### src/rtl/serial_adder.sv
// Bit-serial adder/subtractor: one full-adder cell and a carry flop process the
// operands LSB first; result, carry and signed overflow are registered at the last step.
module serial_adder #(
    parameter int WIDTH = 8
) (
    input  logic             CLK,
    input  logic             RST_N,
    input  logic             START,
    input  logic             SUB,
    input  logic [WIDTH-1:0] A,
    input  logic [WIDTH-1:0] B,
    output logic             BUSY,
    output logic             DONE,
    output logic [WIDTH-1:0] SUM,
    output logic             CARRY,
    output logic             OVERFLOW
);

    localparam int CW = (WIDTH > 1) ? $clog2(WIDTH) : 1;
    localparam logic [CW-1:0] LAST = CW'(WIDTH - 1);

    localparam logic [1:0] S_IDLE = 2'd0;
    localparam logic [1:0] S_RUN  = 2'd1;
    localparam logic [1:0] S_FIN  = 2'd2;

    logic [1:0]       state_q, state_d;
    logic [WIDTH-1:0] ra_q, ra_d;
    logic [WIDTH-1:0] rb_q, rb_d;
    logic             c_q, c_d;
    logic [CW-1:0]    cnt_q, cnt_d;
    logic [WIDTH-1:0] sum_q, sum_d;
    logic             carry_q, carry_d;
    logic             ovf_q, ovf_d;

    logic             s_bit;
    logic             c_nxt;
    logic             acc_en;
    logic [WIDTH-1:0] acc_shift;

    assign s_bit  = ra_q[0] ^ rb_q[0] ^ c_q;
    assign c_nxt  = (ra_q[0] & rb_q[0]) | (ra_q[0] & c_q) | (rb_q[0] & c_q);
    assign acc_en = (state_q == S_RUN);

    // acc_shift is the result so far with the current bit placed at the MSB;
    // only WIDTH-1 earlier bits need storing since the last bit goes straight to SUM.
    generate
        if (WIDTH == 1) begin : g_acc_w1
            assign acc_shift = s_bit;
        end else begin : g_acc_wn
            logic [WIDTH-2:0] racc_q;
            logic [WIDTH-2:0] racc_d;

            assign acc_shift = {s_bit, racc_q};
            assign racc_d    = acc_shift[WIDTH-1:1];

            always_ff @(posedge CLK or negedge RST_N) begin
                if (!RST_N) begin
                    racc_q <= '0;
                end else if (acc_en) begin
                    racc_q <= racc_d;
                end
            end
        end
    endgenerate

    always_comb begin
        state_d = state_q;
        ra_d    = ra_q;
        rb_d    = rb_q;
        c_d     = c_q;
        cnt_d   = cnt_q;
        sum_d   = sum_q;
        carry_d = carry_q;
        ovf_d   = ovf_q;

        case (state_q)
            S_IDLE: begin
                if (START) begin
                    ra_d    = A;
                    rb_d    = SUB ? ~B : B;
                    c_d     = SUB;
                    cnt_d   = '0;
                    state_d = S_RUN;
                end
            end
            S_RUN: begin
                ra_d  = ra_q >> 1;
                rb_d  = rb_q >> 1;
                c_d   = c_nxt;
                cnt_d = cnt_q + CW'(1);
                // c_q here is the carry into the MSB, so c_q ^ c_nxt is signed overflow.
                if (cnt_q == LAST) begin
                    sum_d   = acc_shift;
                    carry_d = c_nxt;
                    ovf_d   = c_q ^ c_nxt;
                    state_d = S_FIN;
                end
            end
            S_FIN: begin
                if (START) begin
                    ra_d    = A;
                    rb_d    = SUB ? ~B : B;
                    c_d     = SUB;
                    cnt_d   = '0;
                    state_d = S_RUN;
                end else begin
                    state_d = S_IDLE;
                end
            end
            default: begin
                state_d = S_IDLE;
            end
        endcase
    end

    always_ff @(posedge CLK or negedge RST_N) begin
        if (!RST_N) begin
            state_q <= S_IDLE;
            ra_q    <= '0;
            rb_q    <= '0;
            c_q     <= 1'b0;
            cnt_q   <= '0;
            sum_q   <= '0;
            carry_q <= 1'b0;
            ovf_q   <= 1'b0;
        end else begin
            state_q <= state_d;
            ra_q    <= ra_d;
            rb_q    <= rb_d;
            c_q     <= c_d;
            cnt_q   <= cnt_d;
            sum_q   <= sum_d;
            carry_q <= carry_d;
            ovf_q   <= ovf_d;
        end
    end

    assign BUSY     = (state_q == S_RUN);
    assign DONE     = (state_q == S_FIN);
    assign SUM      = sum_q;
    assign CARRY    = carry_q;
    assign OVERFLOW = ovf_q;

endmodule

### config.mk
export PLATFORM = sky130hd
export DESIGN_NAME = serial_adder
export DESIGN_NICKNAME = d
export VERILOG_FILES = /design/src/rtl/serial_adder.sv
export SDC_FILE = /design/constraint.sdc
export NUM_CORES = 1
export LEC_CHECK = 0
export ABC_AREA = 1
export BUFFER_PORTS_ARGS = -buffer_cell sky130_fd_sc_hd__buf_2
export CAP_MARGIN = 40
export CORE_ASPECT_RATIO = 0.9
export CORE_MARGIN = 4
export CORE_UTILIZATION = 30
export DETAILED_ROUTE_END_ITERATION = 6
export GPL_ROUTABILITY_DRIVEN = 0
export GPL_TIMING_DRIVEN = 0
export PLACE_DENSITY = 0.45
export SLEW_MARGIN = 20
export SYNTH_ARGS = -nofsm -noshare
export SYNTH_HDL_FRONTEND = slang
export SYNTH_SLANG_ARGS = --single-unit
### constraint.sdc
create_clock -name CLK -period 1.8 [get_ports CLK]
set_clock_uncertainty 0.2 [all_clocks]
set_input_delay 0 -clock CLK [delete_from_list [all_inputs] [get_ports CLK]]
set_output_delay 0 -clock CLK [all_outputs]
set_load 0.05 [all_outputs]
# Word-level counts from Yosys, hierarchy flattened
# Index checks and enable logic that the tools add are counted.
[totals]
regBits = 39
latch_bits = 0
ramBits = 0
rom_bits = 0
input_bits = 20
output_inout_bits = 12
word_cells = 44
mem_count = 0
[op_classes]
addsub = 1
n_mul = 0
n_div = 0
order_cmp = 0
eq_ne = 6
shift = 0
muxes = 13
bitwise_logic = 9
reduce_logical = 6
[ops]
columns = ["cell", "n"]
rows = [
  ["8-bit case mux with 2 select lines", 2],
  ["8-bit two-way mux", 3],
  ["8-bit inverter", 1],
  ["2-bit case mux with 3 select lines", 1],
  ["3-bit case mux with 2 select lines", 1],
  ["2-bit AND reduction", 3],
  ["2-bit two-way mux", 2],
  ["2-bit by 1-bit != test with 1-bit output (second input constant)", 2],
  ["3-bit by 1-bit adder with 3-bit output (second input constant)", 1],
  ["1-bit bitwise AND", 3],
  ["3-bit == test (second input constant)", 1],
  ["3-bit two-way mux", 1],
  ["1-bit bitwise XOR", 3],
  ["2-bit by 1-bit == test with 1-bit output (second input constant)", 1],
  ["2-bit == test (second input constant)", 1],
  ["2-bit zero test", 1],
  ["1-bit two-way mux", 2],
  ["2-bit != test (second input constant)", 1],
  ["1-bit bitwise OR", 2],
  ["1-bit case mux with 2 select lines", 1],
  ["2-bit nonzero test", 1],
  ["2-bit OR reduction", 1],
]

# Longest topological paths before layout
# Gate-level depths: netlist of run 1.
[depth]
depth_word = 4
depth_mapped = 7
depth_no_buf = 7

# Worst setup path after synthesis of run 1
# OpenSTA, ideal clock, no wires.
[synth_timing]
path_kind = "register to register"
from = "reg cnt_q[0]"
to = "reg carry_q (netlist: CARRY)"
setup_ps = 66
arrival_time_ps = 1159
required_time_ps = 1534
path_slack_ps = 375
stages_incl_launch_ff = 7
n_path_buf = 1
period_less_slack_ps = 1425
path_cell_list = "dfrtp_1 -> ha_1 -> ha_1 -> nand2_4 -> buf_6 -> nand2_1 -> nand2_1"
[synth_between]
elab_chain_len = 2
[synth_lines]
columns = ["item", "line_no", "source"]
rows = [
  ["start, declared", "30", "logic [CW-1:0] cnt_q, cnt_d;"],
  ["start signal, assigned", "131", "cnt_q <= cnt_d;"],
  ["3-bit == test", "92", "if (cnt_q == LAST) begin"],
  ["2-bit AND reduction (no source line)", "n/a", ""],
  ["end signal, assigned", "133", "carry_q <= carry_d;"],
  ["end, declared", "32", "logic carry_q, carry_d;"],
]
# Every way passes these cells.
# A chain may end at the register's enable or synchronous reset.

# Final worst setup path of run 1
[layout_timing]
from = "reg ra_q[0]"
to = "reg ovf_q (netlist: OVERFLOW)"
[layout_between]
elab_chain_len = 4
word_cells_on_any_way = 5
classes_between = "bitwise (5)"
[layout_lines]
columns = ["item", "line_no", "source"]
rows = [
  ["start, declared", "27", "logic [WIDTH-1:0] ra_q, ra_d;"],
  ["start signal, assigned", "128", "ra_q <= ra_d;"],
  ["1-bit bitwise AND", "41", "assign c_nxt = (ra_q[0] & rb_q[0]) | (ra_q[0] & c_q) | (rb_q[0] & c_q);"],
  ["1-bit bitwise OR * (2 in series)", "41", ""],
  ["named net c_nxt", "36", "logic c_nxt;"],
  ["1-bit bitwise XOR *", "95", "ovf_d = c_q ^ c_nxt;"],
  ["end signal, assigned", "134", "ovf_q <= ovf_d;"],
  ["end, declared", "33", "logic ovf_q, ovf_d;"],
]
# Mark *: on every way through the listed nets, which the timed path passes. The rest lies on a longest branch.

==> metrics.md, run 1 <==
| Metric | Value |
|---|---|
| Clock transition at path regs | `80 ps` |
| Relative slew slack | `0.564` |
| Final worst-path setup slack | `about 240 ps` |
| Met2 wire length | `between 1500 and 2000 microns` |
| Worst R2R Start | `ra_q[0]` |
| Fin util | `0.404` |
| Port Buffers | `30` |
| Fin cells | `377` |
| Hpwl dp | `about 2800 microns` |
| CP cell instances | `fa_1, xnor2_1, o21ai_0` |
| Placed inst area | `2160 sq um` |
| Resized Gates After CTS | `0` |
| Row count | `27` |
| Int Pwr | `2.19 mW` |
| Status | `completed` |
| LEAKAGE | `roughly 1.3 nW` |
| DRC Markers | `0` |
| Detail Route Antenna Nets | `0` |
| Number of flops mapped to enable cells by yosys | `0` |
| Mapped Area | `1880 sq um` |
| Worst slack at placement | `about 250 ps` |
| Highest routed layer | `met4` |
| Post-Place Cells | `347` |
| Sequential fraction of the synthesis area | `0.519` |
| Share of layout cells above drive strength 1 | `0.214` |
| Boundary pin count | `32` |
| Top-area cell type share of the netlist area | `0.519` |
| CTS H-tree depth | `2` |
| Largest net degree at the start of global routing | `26` |
| Max frequency | `642 MHz` |
| Final Hold Slack | `approximately 270 ps` |
| Reg2reg setup slack | `240 ps` |
| Synth Area in Adders | `0.0240` |
| PD cells | `1640 nW/um^2` |
| Die Area | `~7600 sq um` |
| Xor-xnor portion of the synthesized cell area | `0.00931` |
| Simple-gate share of the synthesized area | `0.266` |
| Post-synthesis compound-gate area fraction | `0.0885` |
| Hold EP | `ra_q[6]` |
| Total GRT Usage | `0.121` |
| Initial Util | `0.308` |
| Final hold violation count | `0` |
| CTS Buf Count | `5` |
| Crit-path max cell delay | `500 ps` |
| First-pass GRT wire length | `7400 microns` |
| Met1 wire length | `2160 microns` |
| Worst r2r dst | `OVERFLOW` |
| WL per Instance | `10.8 microns` |
| Post-synthesis mux area share | `0` |
| Register bit count reported by yosys | `39` |
| Max-cap violations | `0` |
| Clk pwr share | `0.147` |
| Combinational Power Share | `0.493` |
| Longest Clk Path Bufs | `2` |
| Layout overhead on the synthesized area | `31.3%` |
| NumNets Final | `312` |
| Initial DRC Count | `64` |
| Most common cell in the netlist | `nand2_1` |
| Hold path cells | `2` |
| CTS tree | `yes` |
| Crit path time final | `1560 ps` |
| Worst-margin pin slew | `652 ps` |
| Vias in the first global route | `roughly 1500` |
| RSZ-0062 raised after global routing | `false` |
| Worst min path class | `reg2reg` |
| Metal3 WL | `199 microns` |
| Die Ht | `83.1 microns` |
| CP startpoint kind | `register` |
| Final instance area | `2470 sq um` |
| Fillers | `657` |
| Post-CTS setup buffer count | `0` |
| Mean Syn Cell Area | `8.21 sq um` |
| Die width | `a little over 90 microns` |
| Clock latency on the worst-skew pair | `290 ps` |
| Psw | `1.85 mW` |
| WP data required | `1770 ps` |
| Arrival @ worst endpoint | `1530 ps` |
| Routed vias | `1540` |
| Post-Syn Nets | `around 250` |
| Sw frac | `0.458` |
| YS warnings | `0` |
| Final setup vio count | `0` |
| Yosys cell types | `18` |
| Element type at the critical path end | `register` |
| Post-synth ARST share | `1.00` |
| Commonest cells post-synth | `106 x nand2_1, 39 x dfrtp_1, 25 x inv_1` |
| Grt total ovfl | `0` |
| Pwr Total | `4.04 mW` |
| Worst VDD drop | `roughly 0.00043 V` |
| Setup TNS | `0 ps` |
| Slowest stage cell, crit path | `fa_1` |
| Top_reg_cell synth | `dfrtp_1` |
| Root buf cell | `clkbuf_8` |
| Largest family of logic cells by synthesized area | `simple AND/OR/NAND/NOR gates` |
| Crit-path max FO | `3` |
| Top cell type by total area after synthesis | `dfrtp_1` |
| Final Max Tran Viols | `0` |
| Dominant cells by area after synthesis | `dfrtp_1 52%, nand2_1 21%, o21ai_0 5.3%, inv_1 5.0%, o21ai_2 3.3%` |
| Worst Reg2Reg Path Length in Cells | `3` |
| Core area | `6110 sq um` |
| Setup Crit Path Kind | `reg2reg` |
| Initial antenna violation count | `0` |
| Mapped Cells | `around 230` |
| CTS sink count | `39` |
| DRT Wirelength | `4060 microns` |
| Vias per cell | `~4` |
| Hold wc startpoint | `ra_q[6]` |
| Antenna Cells | `0` |
| Sequential share of power | `0.361` |
| Initial DRT Pass Iterations | `4` |
| Period utilization | `0.865` |
## layout make-up
cell class | instances | area [sq um] | share of cell area
Tap cell | 87 | 109 | 0.0441
Inverter | 28 | 110 | 0.0446
Clock inverter | 3 | 20.0 | 0.00811
Timing Repair Buffer | 53 | 390 | 0.158
Clock buffer | 5 | 68.8 | 0.0279
Buffer | 8 | 65.1 | 0.0264
Sequential cell | 39 | 976 | 0.395
Multi-Input combinational cell | 154 | 729 | 0.295
## metal layers
layer	vias to the layer above	GRT usage
met5	-	0
met4	0	0.0329
met3	5	0.0335
met2	32	0.165
met1	690	0.184
li1	813	-
## critical path: cells and delay by family (launching register included)
family	cells	cell delay, ps
AO/OA/AOI/OAI	1	100
XOR/XNOR	1	250
adder cells (fa/ha/maj)	1	500
flip-flops	1	410
## registers in the layout, summed over array words and instances, names as in the netlist
signal,flops
g_acc_wn.racc_q,7
rb_q,8
cnt_q,3
state_q,2
c_q,1
ra_q,8
OVERFLOW,1
CARRY,1
SUM,8
## how the worst max path moves through the flow
| stage | start | endpoint | slack (ps) | depth (start not counted) |
|---|---|---|---|---|
| final | ra_q[0] | OVERFLOW | 240 | 3 |
| after detailed placement | ra_q[0] | OVERFLOW | 250 | 3 |
| after global placement | cnt_q[0] | CARRY | 250 | 6 |
| after CTS | cnt_q[0] | CARRY | 230 | 6 |
| after floorplan | cnt_q[0] | CARRY | 370 | 6 |
| after global routing | cnt_q[0] | CARRY | 140 | 6 |
## cell families after synthesis
group	after synthesis
simple gates	121
fa+ha+maj	3
flops	39
compound gates	28
xor+xnor	2
buf+inv	36
## what timing repair did
action	in CTS	in global routing
endpoints found under the hold margin	56	0
endpoints found under the setup margin	0	0
hold buffers	22	0
## power groups by stage
stage | sequential, mW | combinational [mW] | clock [mW]
6_report | 1.46 | 1.99 | 0.593
5_1_grt | 1.51 | 2.28 | 0.667
4_1_cts | 1.46 | 2.04 | 0.625
3_5_place_dp | 1.47 | 2.00 | 0
3_3_place_gp | 1.47 | 1.97 | 0
2_1_floorplan | 1.76 | 1.22 | 0
## cell usage in the layout, fill, tap and decap left out
| master | n |
|---|---|
| a21oi_1 | 1 |
| buf_12 | 1 |
| buf_2 | 34 |
| buf_6 | 4 |
| clkbuf_8 | 5 |
| clkinv_2 | 1 |
| clkinvlp_4 | 2 |
| dfrtp_1 | 39 |
| dlygate4sd3_1 | 22 |
| fa_1 | 1 |
| ha_1 | 2 |
| inv_1 | 25 |
| inv_2 | 2 |
| inv_6 | 1 |
| nand2_1 | 106 |
| nand2_2 | 2 |
| nand2_4 | 2 |
| nand2_8 | 1 |
| nand3_1 | 8 |
| nor2_1 | 2 |
| o21ai_0 | 20 |
| o21ai_2 | 7 |
| xnor2_1 | 2 |
Note: power is estimated with default switching activity, not from simulation.
==> run 2: changes to the inputs <==
--- a/config.mk
+++ b/config.mk
@@ -11,3 +11,3 @@
 export CORE_ASPECT_RATIO = 0.9
-export CORE_MARGIN = 4
+export CORE_MARGIN = 3
 export CORE_UTILIZATION = 30
--- a/constraint.sdc
+++ b/constraint.sdc
@@ -4,2 +4,2 @@
 set_output_delay 0 -clock CLK [all_outputs]
-set_load 0.05 [all_outputs]
+set_load 0.02 [all_outputs]
==> metrics.md, run 2 (synthesized netlist as in run 1, its figures left out) <==
| Metric | Value |
|---|---|
| DRT Wirelength | `4180 microns (+2.8%)` |
| Vias in the first global route | `1475 (-0.67%)` |
| Crit path time final | `1560 ps (+0.311 ps)` |
| Grt total ovfl | `0 (unchanged)` |
| Initial antenna violation count | `0 (unchanged)` |
| CP startpoint kind | `register` |
| Commonest non-fill, non-tap cell in the layout | `nand2_1` |
| DRC Markers | `0 (unchanged)` |
| NumNets Final | `313 (+0.32%)` |
| Worst min path class | `reg2reg` |
| PD cells | `1590 nW/um^2 (-2.8%)` |
| Final setup vio count | `0 (unchanged)` |
| Die Area | `7260 sq um (-4.5%)` |
| Pwr Total | `3.95 mW (-2.3%)` |
| LEAKAGE | `1.34 nW (+1.8%)` |
| Worst R2R Start | `cnt_q[0]` |
| Setup TNS | `0 ps (unchanged)` |
| Most frequent cells in the layout | `106 x nand2_1, 39 x dfrtp_1, 34 x buf_2, 25 x inv_1, 22 x dlygate4sd3_1` |
| Total GRT Usage | `0.130 (+0.00968)` |
| Worst Setup EP | `SUM[7]` |
| Multi-input logic area | `729 sq um (unchanged)` |
| Initial DRT Pass Iterations | `4 (unchanged)` |
| Worst VDD drop | `0.000487 V (+13%)` |
| Reg2reg setup slack | `240 ps (about the same)` |
| Antenna Cells | `0 (unchanged)` |
| Worst Reg2Reg Path Length in Cells | `6 (+3)` |
| WP data required | `1820 ps (+50 ps)` |
| Longest Clk Path Bufs | `2 (unchanged)` |
| Element type at the critical path end | `register` |
| Setup Crit Path Kind | `reg2reg` |
| Port Buffers | `30 (unchanged)` |
| Max-cap violations | `0 (unchanged)` |
| Die Ht | `81.1 microns (-2.4%)` |
| CTS Buf Count | `5 (unchanged)` |
| Register Area | `976 sq um (unchanged)` |
| WL per Instance | `11.6 microns (+7.4%)` |
| Row count | `26 (-3.7%)` |
| Fillers | `627 (-4.6%)` |
| Clock latency on the worst-skew pair | `300 ps (about the same)` |
| Relative slew slack | `0.847 (+0.283)` |
| Boundary pin count | `32 (unchanged)` |
| CTS tree | `yes` |
| First-pass GRT wire length | `7130 microns (-3.7%)` |
| Max frequency | `642 MHz (about the same)` |
| RSZ-0062 raised after global routing | `false` |
| Worst-margin pin slew | `229 ps (-422 ps)` |
| Final hold violation count | `0 (unchanged)` |
| Vias per cell | `4.26 (+4.4%)` |
| Layout overhead on the synthesized area | `32.0%` |
| Routed vias | `1539 (-0.065%)` |
| Share of layout cells above drive strength 1 | `0.216 (+0.00270)` |
| Hpwl dp | `2740 microns (-1.8%)` |
| Period utilization | `0.865 (about the same)` |
| CTS H-tree depth | `2 (unchanged)` |
| Worst r2r dst | `SUM[7]` |
| Initial DRC Count | `38 (-41%)` |
| Arrival @ worst endpoint | `1580 ps (+50 ps)` |
| Clock transition at path regs | `80 ps (about the same)` |
| Worst Setup SP | `cnt_q[0]` |
| Largest net degree at the start of global routing | `24 (-7.7%)` |
| Initial Util | `0.321 (+0.0136)` |
| Status | `completed` |
| Root buf cell | `clkbuf_8` |
| Final Max Tran Viols | `0 (unchanged)` |
| Detail Route Antenna Nets | `0 (unchanged)` |
| Crit-path max FO | `10 (+7)` |
| CTS sink count | `39 (unchanged)` |
| Core area | `5860 sq um (-4.2%)` |
| Die width | `89.5 microns (-2.2%)` |
## run 2: changes by cell type in the layout (fill, tap and decap cells not counted)
cell	change
buf_6	+1
bufinv_16	+1
clkinv_4	+1
clkinvlp_4	-2
## run 2: worst min path at each step
stage / from / slack, ps / to / cells past startpoint
after floorplan: RST_N / -500 / CARRY / 0
after global placement: RST_N / -8 / cnt_q[1] / 1
after detailed placement: RST_N / -240 / ra_q[2] / 1
after CTS: ra_q[6] / 280 / ra_q[6] / 2
after global routing: g_acc_wn.racc_q[0] / 300 / SUM[0] / 2
final: ra_q[6] / 270 / ra_q[6] / 2
## run 2: worst max-delay path, stage by stage (launching register included)
cell	delay, ps
dfrtp_1	400
ha_1	210
ha_1	230
nand2_4	160
buf_6	190
nand2_2	60
o21ai_2	50
## run 2: through the flow
stage | util | std cells | cell area [sq um] | setup slack (ps) | hold slack, ps
3_3_place_gp | 0.362 | 329 | 2120 | 243 | -8.17
4_1_cts | 0.422 | 360 | 2470 | 223 | 279
2_1_floorplan | - | 229 | 1880 | 388 | -496
3_5_place_dp | 0.365 | 330 | 2140 | 259 | -240
5_1_grt | 0.424 | 361 | 2480 | 171 | 296
6_report | 0.424 | 361 | 2480 | 242 | 274
## run 2: final cells by class
cell class / instances / share of cell area
Buffer: 8 / 0.0262
Clock buffer: 5 / 0.0277
Clock inverter: 3 / 0.0176
Inverter: 28 / 0.0444
Multi-Input combinational cell: 154 / 0.294
Sequential cell: 39 / 0.393
Tap cell: 70 / 0.0353
Timing Repair Buffer: 54 / 0.162
## run 2: where the power goes
part           internal [mW]  leakage [nW]  switching, mW  total, mW
clock network          0.413        0.0581          0.328      0.741
logic                  0.660         0.788           1.09       1.75
registers               1.26         0.494          0.195       1.45
total                   2.33          1.34           1.62       3.95
## run 2: metal layers
metal  vias to the layer above  routed length [microns]  part of all wire  GRT usage
met5                         -                        0                 0          0
met4                         0                       27            0.0065     0.0357
met3                         2                      221             0.053     0.0456
met2                        32                     1720              0.41      0.187
met1                       687                     2210              0.53      0.185
li1                        818                        -                 -          -
## run 2: timing repair
action,CTS,global route
buffers inserted,0,0
gates resized for setup,0,0
hold endpoints to repair,56,0
hold buffers,22,0
